**config.mk**
```make
export PLATFORM = sky130hd
export DESIGN_NAME = if_fetch_flat
export DESIGN_NICKNAME = d
export VERILOG_FILES = /design/src/rtl/if_fetch_if.sv /design/src/rtl/if_fetch.sv /design/src/flat_wrapper.sv
export SDC_FILE = /design/constraint.sdc
export NUM_CORES = 1
export LEC_CHECK = 0
export BUFFER_PORTS_ARGS = -buffer_cell sky130_fd_sc_hd__buf_2
export CORE_UTILIZATION = 50
export DETAILED_ROUTE_END_ITERATION = 12
export PLACE_DENSITY = 0.74
export SLEW_MARGIN = 25
export SYNTH_ARGS = -nofsm -noshare
export SYNTH_HDL_FRONTEND = slang
export SYNTH_SLANG_ARGS = --single-unit
```
**constraint.sdc**
```tcl
create_clock -name clk -period 6.2 [get_ports clk]
set_clock_uncertainty 0.2 [all_clocks]
set_input_delay 1.24 -clock clk [delete_from_list [all_inputs] [get_ports clk]]
set_output_delay 1.24 -clock clk [all_outputs]
set_load 0.01 [all_outputs]
```
**src/rtl/if_fetch_if.sv**
```systemverilog
// Fetch-stage bundle: decode redirect, instruction-memory req/ack port and if_id head.
// Latency: none, wiring only.
// Backpressure: stall_i from the if_id register, mem_ack_i from instruction memory.
interface if_fetch_if;
   logic        jump_i;
   logic [31:0] jump_addr_i;
   logic        stall_i;
   logic        mem_req_o;
   logic [31:0] mem_addr_o;
   logic        mem_ack_i;
   logic [31:0] mem_data_i;
   logic        inst_valid_o;
   logic [31:0] pc_o;
   logic [31:0] inst_o;

   // the fetch stage itself
   modport master (
      input  jump_i, jump_addr_i, stall_i, mem_ack_i, mem_data_i,
      output mem_req_o, mem_addr_o, inst_valid_o, pc_o, inst_o
   );

   // decode, memory and if_id side
   modport slave (
      output jump_i, jump_addr_i, stall_i, mem_ack_i, mem_data_i,
      input  mem_req_o, mem_addr_o, inst_valid_o, pc_o, inst_o
   );
endinterface

```
**src/rtl/if_fetch.sv**
```systemverilog
// Instruction fetch: owns the fetch PC, issues word requests, queues results in a small FIFO.
// Latency: request one cycle after reset/redirect/room; head valid one cycle after mem_ack_i.
// Backpressure: stall_i holds the head; fetch pauses while queued + outstanding fills DEPTH.
module if_fetch #(
   parameter logic [31:0] RESET_PC = 32'h0000_0000,
   parameter int          DEPTH    = 2
) (
   input  logic      clk,
   input  logic      rst,
   if_fetch_if.master io_bus
);
   localparam int AW = (DEPTH > 1) ? $clog2(DEPTH) : 1;
   localparam int CW = $clog2(DEPTH + 1);
   localparam logic [CW-1:0] DEPTH_C = CW'(DEPTH);

   // S_DROP keeps the bus request alive after a redirect but throws its data away
   typedef enum logic [1:0] {
      S_IDLE = 2'd0,
      S_WAIT = 2'd1,
      S_DROP = 2'd2
   } state_t;

   state_t        r_state;
   state_t        w_state_nxt;
   logic [31:0]   r_fetch_pc;
   logic [31:0]   r_req_addr;
   logic [CW-1:0] r_cnt;
   logic [CW-1:0] w_cnt_nxt;
   logic [AW-1:0] r_rd_ptr;
   logic [AW-1:0] r_wr_ptr;
   logic [31:0]   r_pc_mem   [DEPTH];
   logic [31:0]   r_inst_mem [DEPTH];
   logic          w_pop;
   logic          w_push;
   logic          w_room;
   logic          w_issue;

   // FIFO occupancy bookkeeping; a redirect blocks both push and pop
   always_comb begin
      w_pop     = (r_cnt != '0) & ~io_bus.stall_i & ~io_bus.jump_i;
      w_push    = (r_state == S_WAIT) & io_bus.mem_ack_i & ~io_bus.jump_i;
      w_cnt_nxt = r_cnt + CW'(w_push) - CW'(w_pop);
      w_room    = (w_cnt_nxt < DEPTH_C);
   end

   // next state and request issue; room is judged on next-cycle occupancy
   always_comb begin
      w_state_nxt = r_state;
      w_issue     = 1'b0;
      if (io_bus.jump_i) begin
         if (r_state != S_IDLE) begin
            w_state_nxt = io_bus.mem_ack_i ? S_IDLE : S_DROP;
         end
      end else begin
         case (r_state)
            S_IDLE: begin
               if (w_room) begin
                  w_state_nxt = S_WAIT;
                  w_issue     = 1'b1;
               end
            end
            S_WAIT: begin
               if (io_bus.mem_ack_i) begin
                  if (w_room) begin
                     w_issue = 1'b1;
                  end else begin
                     w_state_nxt = S_IDLE;
                  end
               end
            end
            S_DROP: begin
               if (io_bus.mem_ack_i) begin
                  w_state_nxt = S_IDLE;
               end
            end
            default: w_state_nxt = S_IDLE;
         endcase
      end
   end

   // control state: FSM, fetch PC, request address, FIFO count and pointers
   always_ff @(posedge clk) begin
      if (!rst) begin
         r_state    <= S_IDLE;
         r_fetch_pc <= RESET_PC;
         r_req_addr <= '0;
         r_cnt      <= '0;
         r_rd_ptr   <= '0;
         r_wr_ptr   <= '0;
      end else begin
         r_state <= w_state_nxt;
         if (io_bus.jump_i) begin
            r_cnt      <= '0;
            r_rd_ptr   <= '0;
            r_wr_ptr   <= '0;
            r_fetch_pc <= io_bus.jump_addr_i & 32'hFFFF_FFFC;
         end else begin
            r_cnt <= w_cnt_nxt;
            if (w_push) begin
               r_wr_ptr <= r_wr_ptr + AW'(1);
            end
            if (w_pop) begin
               r_rd_ptr <= r_rd_ptr + AW'(1);
            end
            if (w_issue) begin
               r_req_addr <= r_fetch_pc;
               r_fetch_pc <= r_fetch_pc + 32'd4;
            end
         end
      end
   end

   // FIFO storage; contents are meaningless unless covered by r_cnt, so no reset
   always_ff @(posedge clk) begin
      if (w_push) begin
         r_pc_mem[r_wr_ptr]   <= r_req_addr;
         r_inst_mem[r_wr_ptr] <= io_bus.mem_data_i;
      end
   end

   assign io_bus.mem_req_o    = (r_state != S_IDLE);
   assign io_bus.mem_addr_o   = (r_state != S_IDLE) ? r_req_addr : 32'h0;
   assign io_bus.inst_valid_o = (r_cnt != '0);
   assign io_bus.pc_o         = (r_cnt != '0) ? r_pc_mem[r_rd_ptr]   : 32'h0;
   assign io_bus.inst_o       = (r_cnt != '0) ? r_inst_mem[r_rd_ptr] : 32'h0;
endmodule

```
**src/flat_wrapper.sv**
```systemverilog
// flat-port wrapper written by rule: the top's interface ports become plain ports
module if_fetch_flat 
#(
   parameter logic [31:0] RESET_PC = 32'h0000_0000,
   parameter int          DEPTH    = 2
)
  (clk, rst, io_bus_jump_i, io_bus_jump_addr_i, io_bus_stall_i, io_bus_mem_ack_i, io_bus_mem_data_i, io_bus_mem_req_o, io_bus_mem_addr_o, io_bus_inst_valid_o, io_bus_pc_o, io_bus_inst_o);
  if_fetch_if io_bus_i ();
  input  logic clk;
  input  logic rst;
  input wire logic [$bits(io_bus_i.jump_i)-1:0] io_bus_jump_i;
  input wire logic [$bits(io_bus_i.jump_addr_i)-1:0] io_bus_jump_addr_i;
  input wire logic [$bits(io_bus_i.stall_i)-1:0] io_bus_stall_i;
  input wire logic [$bits(io_bus_i.mem_ack_i)-1:0] io_bus_mem_ack_i;
  input wire logic [$bits(io_bus_i.mem_data_i)-1:0] io_bus_mem_data_i;
  output wire logic [$bits(io_bus_i.mem_req_o)-1:0] io_bus_mem_req_o;
  output wire logic [$bits(io_bus_i.mem_addr_o)-1:0] io_bus_mem_addr_o;
  output wire logic [$bits(io_bus_i.inst_valid_o)-1:0] io_bus_inst_valid_o;
  output wire logic [$bits(io_bus_i.pc_o)-1:0] io_bus_pc_o;
  output wire logic [$bits(io_bus_i.inst_o)-1:0] io_bus_inst_o;
  assign io_bus_i.jump_i = io_bus_jump_i;
  assign io_bus_i.jump_addr_i = io_bus_jump_addr_i;
  assign io_bus_i.stall_i = io_bus_stall_i;
  assign io_bus_i.mem_ack_i = io_bus_mem_ack_i;
  assign io_bus_i.mem_data_i = io_bus_mem_data_i;
  assign io_bus_mem_req_o = io_bus_i.mem_req_o;
  assign io_bus_mem_addr_o = io_bus_i.mem_addr_o;
  assign io_bus_inst_valid_o = io_bus_i.inst_valid_o;
  assign io_bus_pc_o = io_bus_i.pc_o;
  assign io_bus_inst_o = io_bus_i.inst_o;
  if_fetch #(.RESET_PC(RESET_PC), .DEPTH(DEPTH)) u_core (.clk(clk), .rst(rst), .io_bus(io_bus_i));
endmodule
```
# Yosys cells after proc, flatten, opt, wreduce, memory -nomap -nowiden
# Memories as Yosys holds them, arrays and structs flattened. A register that Yosys moved wholly into a read port is not among the register bits.
# Index checks and enable logic that the tools add are counted.
dict set report op_classes {
  addsub 5
  n_lt_le_gt_ge 1
  n_eq_ne 7
  muxes 23
  n_bitwise 7
  reduce_logical 7
}
# operator count
set op_table {}
lappend op_table {{$mux W32} 5}
lappend op_table {{$add A32 B3 Y32 const B} 1}
lappend op_table {{$mux W2} 7}
lappend op_table {{$mux W1} 9}
lappend op_table {{$ne A3 B3 Y1 const B} 3}
lappend op_table {{$pmux W2 S3} 1}
lappend op_table {{$reduce_bool A2 Y1} 3}
lappend op_table {{$reduce_and A5 Y1} 1}
lappend op_table {{$and A1 B1 Y1} 4}
lappend op_table {{$ne A3 B2 Y1 const B} 1}
lappend op_table {{$not A1 Y1} 3}
lappend op_table {{$add A1 B1 Y1 const B} 2}
lappend op_table {{$add A2 B1 Y2} 1}
lappend op_table {{$eq A2 B1 Y1 const B} 1}
lappend op_table {{$eq A2 B2 Y1 const B} 1}
lappend op_table {{$logic_not A2 Y1} 1}
lappend op_table {{$lt A2 B2 Y1 const B} 1}
lappend op_table {{$ne A2 B1 Y1 const B} 1}
lappend op_table {{$pmux W1 S2} 1}
lappend op_table {{$reduce_and A2 Y1} 1}
lappend op_table {{$reduce_or A2 Y1} 1}
lappend op_table {{$sub A2 B1 Y2} 1}
dict set report word_totals {
  regBits 70
  ram_bits 128
  in_bits 69
  output_inout_bits 98
  wordCells 59
  mem_count 2
}
# name words word_bits rd rd_clocked_by_memory_dff write_ports line
set memory_table {}
lappend memory_table {u_core.r_inst_mem 2 32 1 1 1 if_fetch.sv:32} ;# logic [31:0] r_inst_mem [DEPTH];
lappend memory_table {u_core.r_pc_mem 2 32 1 1 1 if_fetch.sv:31} ;# logic [31:0] r_pc_mem [DEPTH];

# Depth between registers and ports, before layout
dict set report logic_depth {
  depth_word 12
  depth_mapped 11
  depth_no_buf 10
}

# Least setup slack after synthesis
# No wires, ideal clock.
dict set report synth_timing {
  kind {input -> register}
  startpoint {input port io_bus_jump_i}
  endpoint {memory u_core.r_inst_mem[0][0] (enable)}
  setup_ns 0.490
  arrival_time_ns 4.742
  required_time_ns 5.510
  slack_ns 0.768
  cell_stages 3
  path_buffers 1
  cell_sequence {clkbuf_1 nor4bb_1 nor2b_1}
}
dict set report synth_between {
  elab_chain_cells 4
}
# element line
set synth_rtl {}
lappend synth_rtl {{start, declared} flat_wrapper.sv:11} ;# input wire logic [$bits(io_bus_i.jump_i)-1:0] io_bus_jump_i;
lappend synth_rtl {{$not A1 Y1 (no line)} -}
lappend synth_rtl {{$and A1 B1 Y1} if_fetch.sv:41} ;# w_push = (r_state == S_WAIT) & io_bus.mem_ack_i & ~io_bus.jump_i;
lappend synth_rtl {{via u_core.w_push} if_fetch.sv:34} ;# logic w_push;
lappend synth_rtl {{$mux W1} if_fetch.sv:115} ;# if (w_push) begin
lappend synth_rtl {{$mux W1 (implied by the code)} if_fetch.sv:117} ;# r_inst_mem[r_wr_ptr] <= io_bus.mem_data_i;
lappend synth_rtl {{end, declared} if_fetch.sv:32}
# The timed path passes the listed nets, and every way through them passes these cells.

# Worst setup path in the final report
dict set report layout_timing {
  startpoint {input port io_bus_jump_i}
  endpoint {register u_core.r_fetch_pc[29]}
}
dict set report layout_between {
  elab_chain_cells 10
  word_cells_on_any_way 12
  classes_between {add/sub: 2; order compare: 1; mux: 5; bitwise: 3; reduce/logical: 1}
}
# element line
set layout_rtl {}
lappend layout_rtl {{$not A1 Y1 (no line) *} -}
lappend layout_rtl {{$and A1 B1 Y1 *} if_fetch.sv:41}
lappend layout_rtl {{via u_core.w_push} if_fetch.sv:34}
lappend layout_rtl {{$add A2 B1 Y2 *} if_fetch.sv:42} ;# w_cnt_nxt = r_cnt + CW'(w_push) - CW'(w_pop);
lappend layout_rtl {{$sub A2 B1 Y2 *} if_fetch.sv:42}
lappend layout_rtl {{$lt A2 B2 Y1 *} if_fetch.sv:43} ;# w_room = (w_cnt_nxt < DEPTH_C);
lappend layout_rtl {{$mux W1 *} {if_fetch.sv:57, if_fetch.sv:64}}
lappend layout_rtl {{$mux W1} if_fetch.sv:63} ;# if (io_bus.mem_ack_i) begin
lappend layout_rtl {{$pmux W1 S2 *} if_fetch.sv:55} ;# case (r_state)
lappend layout_rtl {{$mux W1 *} if_fetch.sv:50} ;# if (io_bus.jump_i) begin
lappend layout_rtl {{$reduce_bool A2 Y1 (no line) *} -}
lappend layout_rtl {{end signal, assigned} if_fetch.sv:96} ;# r_fetch_pc <= io_bus.jump_addr_i & 32'hFFFF_FFFC;
lappend layout_rtl {{end signal, assigned} if_fetch.sv:107} ;# r_fetch_pc <= r_fetch_pc + 32'd4;
lappend layout_rtl {{end, declared} if_fetch.sv:25} ;# logic [31:0] r_fetch_pc;
# Mark *: on every way through the listed nets, which the timed path passes. The rest lies on a longest branch.
# A chain may end at the register's enable or synchronous reset.

==> flow_metrics.py <==
metrics = {
    "clock_tree": {
        "insertion_delay_ns": 0.43,
        "clock-root-buffer": "clkbuf_16",
        "ctsHoldBuffers": 0,
        "path_clk_slew_ns": 0.07,
        "clock_sinks": 191,
        "tritoncts": "built",
        "post-cts-setup-buffer-count": 0,
        "htreeDepth": 4,
        "numCtsBuffers": 17,
        "clock_path_buffers": 2,
        "cts_resized": 0,
    },
    "run_status": {
        "run_status": "finished clean",
    },
    "timing": {
        "tns_ns": 0,
        "tightest_slew_ns": 0.882,
        "maxSlewViolCount": 0,
        "max_freq_ghz": 0.225,
        "fin_crit_ns": 4.45,
        "rsz0062_at_grt": "false",
        "max-slew-margin-rel_pct": 41.2,
        "hold_viol": 0,
        "setup_viol": 0,
        "setup_slack_ns": 1.75,
        "fin_crit_sh_pct": 71.7,
    },
    "power": {
        "ir_drop_v": 0.000198,
        "p_leak_nw": 3.49,
        "p_per_area_mw_per_mm2": 274,
    },
    "worst_setup_path": {
        "path_delay_family": "simple AND/OR/NAND/NOR gates",
        "r2r_slack_ns": 2.36,
        "max_stage_delay_ns": 0.64,
        "startpoint_type": "primary input",
        "reg2reg_depth": 7,
        "cp.arrival_ns": 4.60,
        "end_kind": "flip-flop",
        "path_buf_inv": 1,
        "cp_max_fo": 15,
        "crit_type": "primary input to flip-flop",
        "cp.required_ns": 6.35,
        "crit_chain": "buf_2 > nor4bb_1 > ha_1 > xor3_1 > nor3_4 > nand4_1 > or4_1 > a31oi_1",
        "worst-path-stages": 8,
        "critPathSlowestCell": "nor4bb_1",
    },
    "placement": {
        "io_buffers": 160,
        "gp_congestion": 0.794,
        "pre_cts_slack_ns": 1.43,
        "dp_hpwl_um": 10300,
    },
    "final_layout": {
        "layout.nets": 882,
        "syn_to_final_growth_pct": 20.3,
        "layout-drive-gt1-share_pct": 25.3,
    },
    "grt": {
        "grtUsageMet3_pct": 5.43,
        "grt_antenna_before_repair": 0,
        "grt_pass1_wl_um": 25500,
        "grt_max_degree": 64,
        "track_usage_pct": 20.4,
        "grtUsageMet1_pct": 26.6,
        "grtUsageMet2_pct": 33.1,
        "grt_pass1_vias": 5163,
        "gr-max-usage-layer": "met2",
        "grt_overflow": 0,
    },
    "die": {
        "fp.dieArea_mm2": 0.0163,
        "io_pins": 167,
        "initial_core_util_pct": 51.6,
        "die_y_um": 128,
        "std_cell_rows": 45,
        "die_x_um": 128,
        "coreArea_mm2": 0.0153,
    },
    "logic_synthesis": {
        "syn_area_per_cell_um2": 11.9,
        "syn_inst": 665,
        "synth_cell_types": 37,
        "yosysWarnings": 0,
        "synth-seq-area-share_pct": 64.1,
        "synth_seq_cells": 191,
        "syn_area_mm2": 0.00790,
    },
    "routing": {
        "drt_iter0_drc": 319,
        "firstDrtPassIters": 5,
        "wl_per_cell_um": 15.7,
        "ant_nets": 0,
        "routed_wl_um": 16200,
        "viasPerCell": 5.25,
        "via_count": 5437,
        "drc": 0,
    },
    "hold_path": {
        "hold_path_class": "flip-flop to flip-flop",
        "holdPathStages": 0,
    },
    "job": {
        "cap_violations": 0,
    },
}
-- state kept, by name, indices dropped and copies added, names as in the netlist, named ones only --
signal             count
u_core.r_cnt           2
u_core.r_fetch_pc     30
u_core.r_inst_mem     64
u_core.r_pc_mem       60
u_core.r_rd_ptr        1
u_core.r_req_addr     30
u_core.r_state         2
u_core.r_wr_ptr        1
-- cell type report --
cell class	count	area [um^2]
clock inverters	10	68.8
inverters	9	33.8
multi-input cells	423	2650
diodes	1	2.50
repair buffers	168	901
flip-flops and latches	191	5070
fillers	1228	5810
clock buffers	22	517
well taps	211	264
-- synth_stat cells (all sizes together) --
cell	n	area, um^2
nand3	9	45.0
nor2b	33	206
o211a	1	10.0
a21oi	12	60.1
a211oi	1	7.51
xor3	1	23.8
a21boi	30	225
or4	9	67.6
or2	1	6.26
nor3b	1	7.51
nor3	4	31.3
nand2b	2	12.5
nand4	12	81.3
nor4bb	1	10.0
clkbuf	33	124
dfxtp	67	1340
mux2i	64	641
ha	3	37.5
o21ai	35	175
xor2	9	78.8
or3	8	50.1
edfxtp	124	3720
o31ai	9	67.6
and3	3	18.8
conb	1	3.75
nor2	69	259
and4	3	26.3
nand2	71	267
and2	6	37.5
a31oi	15	93.8
buf	12	67.6
xnor2	7	61.3
inv	9	33.8
-- power breakdown --
group / internal [mW] / switching (mW)
Sequential: 1.38 / 0.0289
Clock: 0.595 / 0.465
Combinational: 0.0555 / 0.0790
Total: 2.04 / 0.573
-- path summary, 6_finish.rpt --
path | start | end
setup / recovery | io_bus_jump_i | u_core.r_fetch_pc[29]
hold / removal | u_core.r_req_addr[8] | u_core.r_pc_mem[1][8]
setup reg to reg | u_core.r_state[1] | u_core.r_fetch_pc[29]
hold reg to reg | u_core.r_req_addr[8] | u_core.r_pc_mem[1][8]
-- through the flow --
stage          std cells  instance area (um^2)  util (%)  power [mW]  hold slack [ns]
2_1_floorplan        668                  7910         -        1.52            0.240
3_3_place_gp        1000                  8860      57.8        1.57            0.255
3_5_place_dp        1000                  8860      57.8        1.57            0.260
4_1_cts             1032                  9440      61.7        2.63            0.275
5_1_grt             1034                  9500      62.0        2.70            0.292
6_report            1035                  9500      62.1        2.61            0.273
-- kinds of logic (layout without fill, tap and decap cells) --
logic type / Yosys count / count (layout) / share of synthesized area [%]
simple gates: 232 / 232 / 14.3
flops: 191 / 191 / 64.1
compound gates: 103 / 103 / 8.09
mux: 64 / 64 / 8.11
buf+inv: 54 / 209 / 2.85
xor+xnor: 17 / 17 / 2.07
fa+ha+maj: 3 / 3 / 0.475
other cells: 1 / 5 / 0.0475
-- cells in the final DEF (no fill, tap or decap), types with 3 or more instances in the layout --
cell type,count
a21boi_0,30
a21oi_1,12
a31oi_1,15
and2_1,5
and3_1,3
and4_1,3
buf_2,160
buf_4,6
clkbuf_16,19
clkbuf_8,3
conb_1,4
dfxtp_1,66
edfxtp_1,124
ha_1,3
inv_1,9
inv_6,3
mux2i_1,64
nand2_1,70
nand3_1,9
nand4_1,11
nor2_1,66
nor2b_1,32
nor3_1,3
o21ai_0,35
o31ai_1,9
or3_1,8
or4_1,9
xnor2_1,7
xor2_1,9
-- layer usage --
| layer | share of wire [%] | wire length, um |
|---|---|---|
| met1 | 45 | 7280 |
| met2 | 48 | 7830 |
| met3 | 5.6 | 908 |
| met4 | 1.2 | 192 |
| met5 | 0 | 0 |
(Power assumes the default switching activity.)
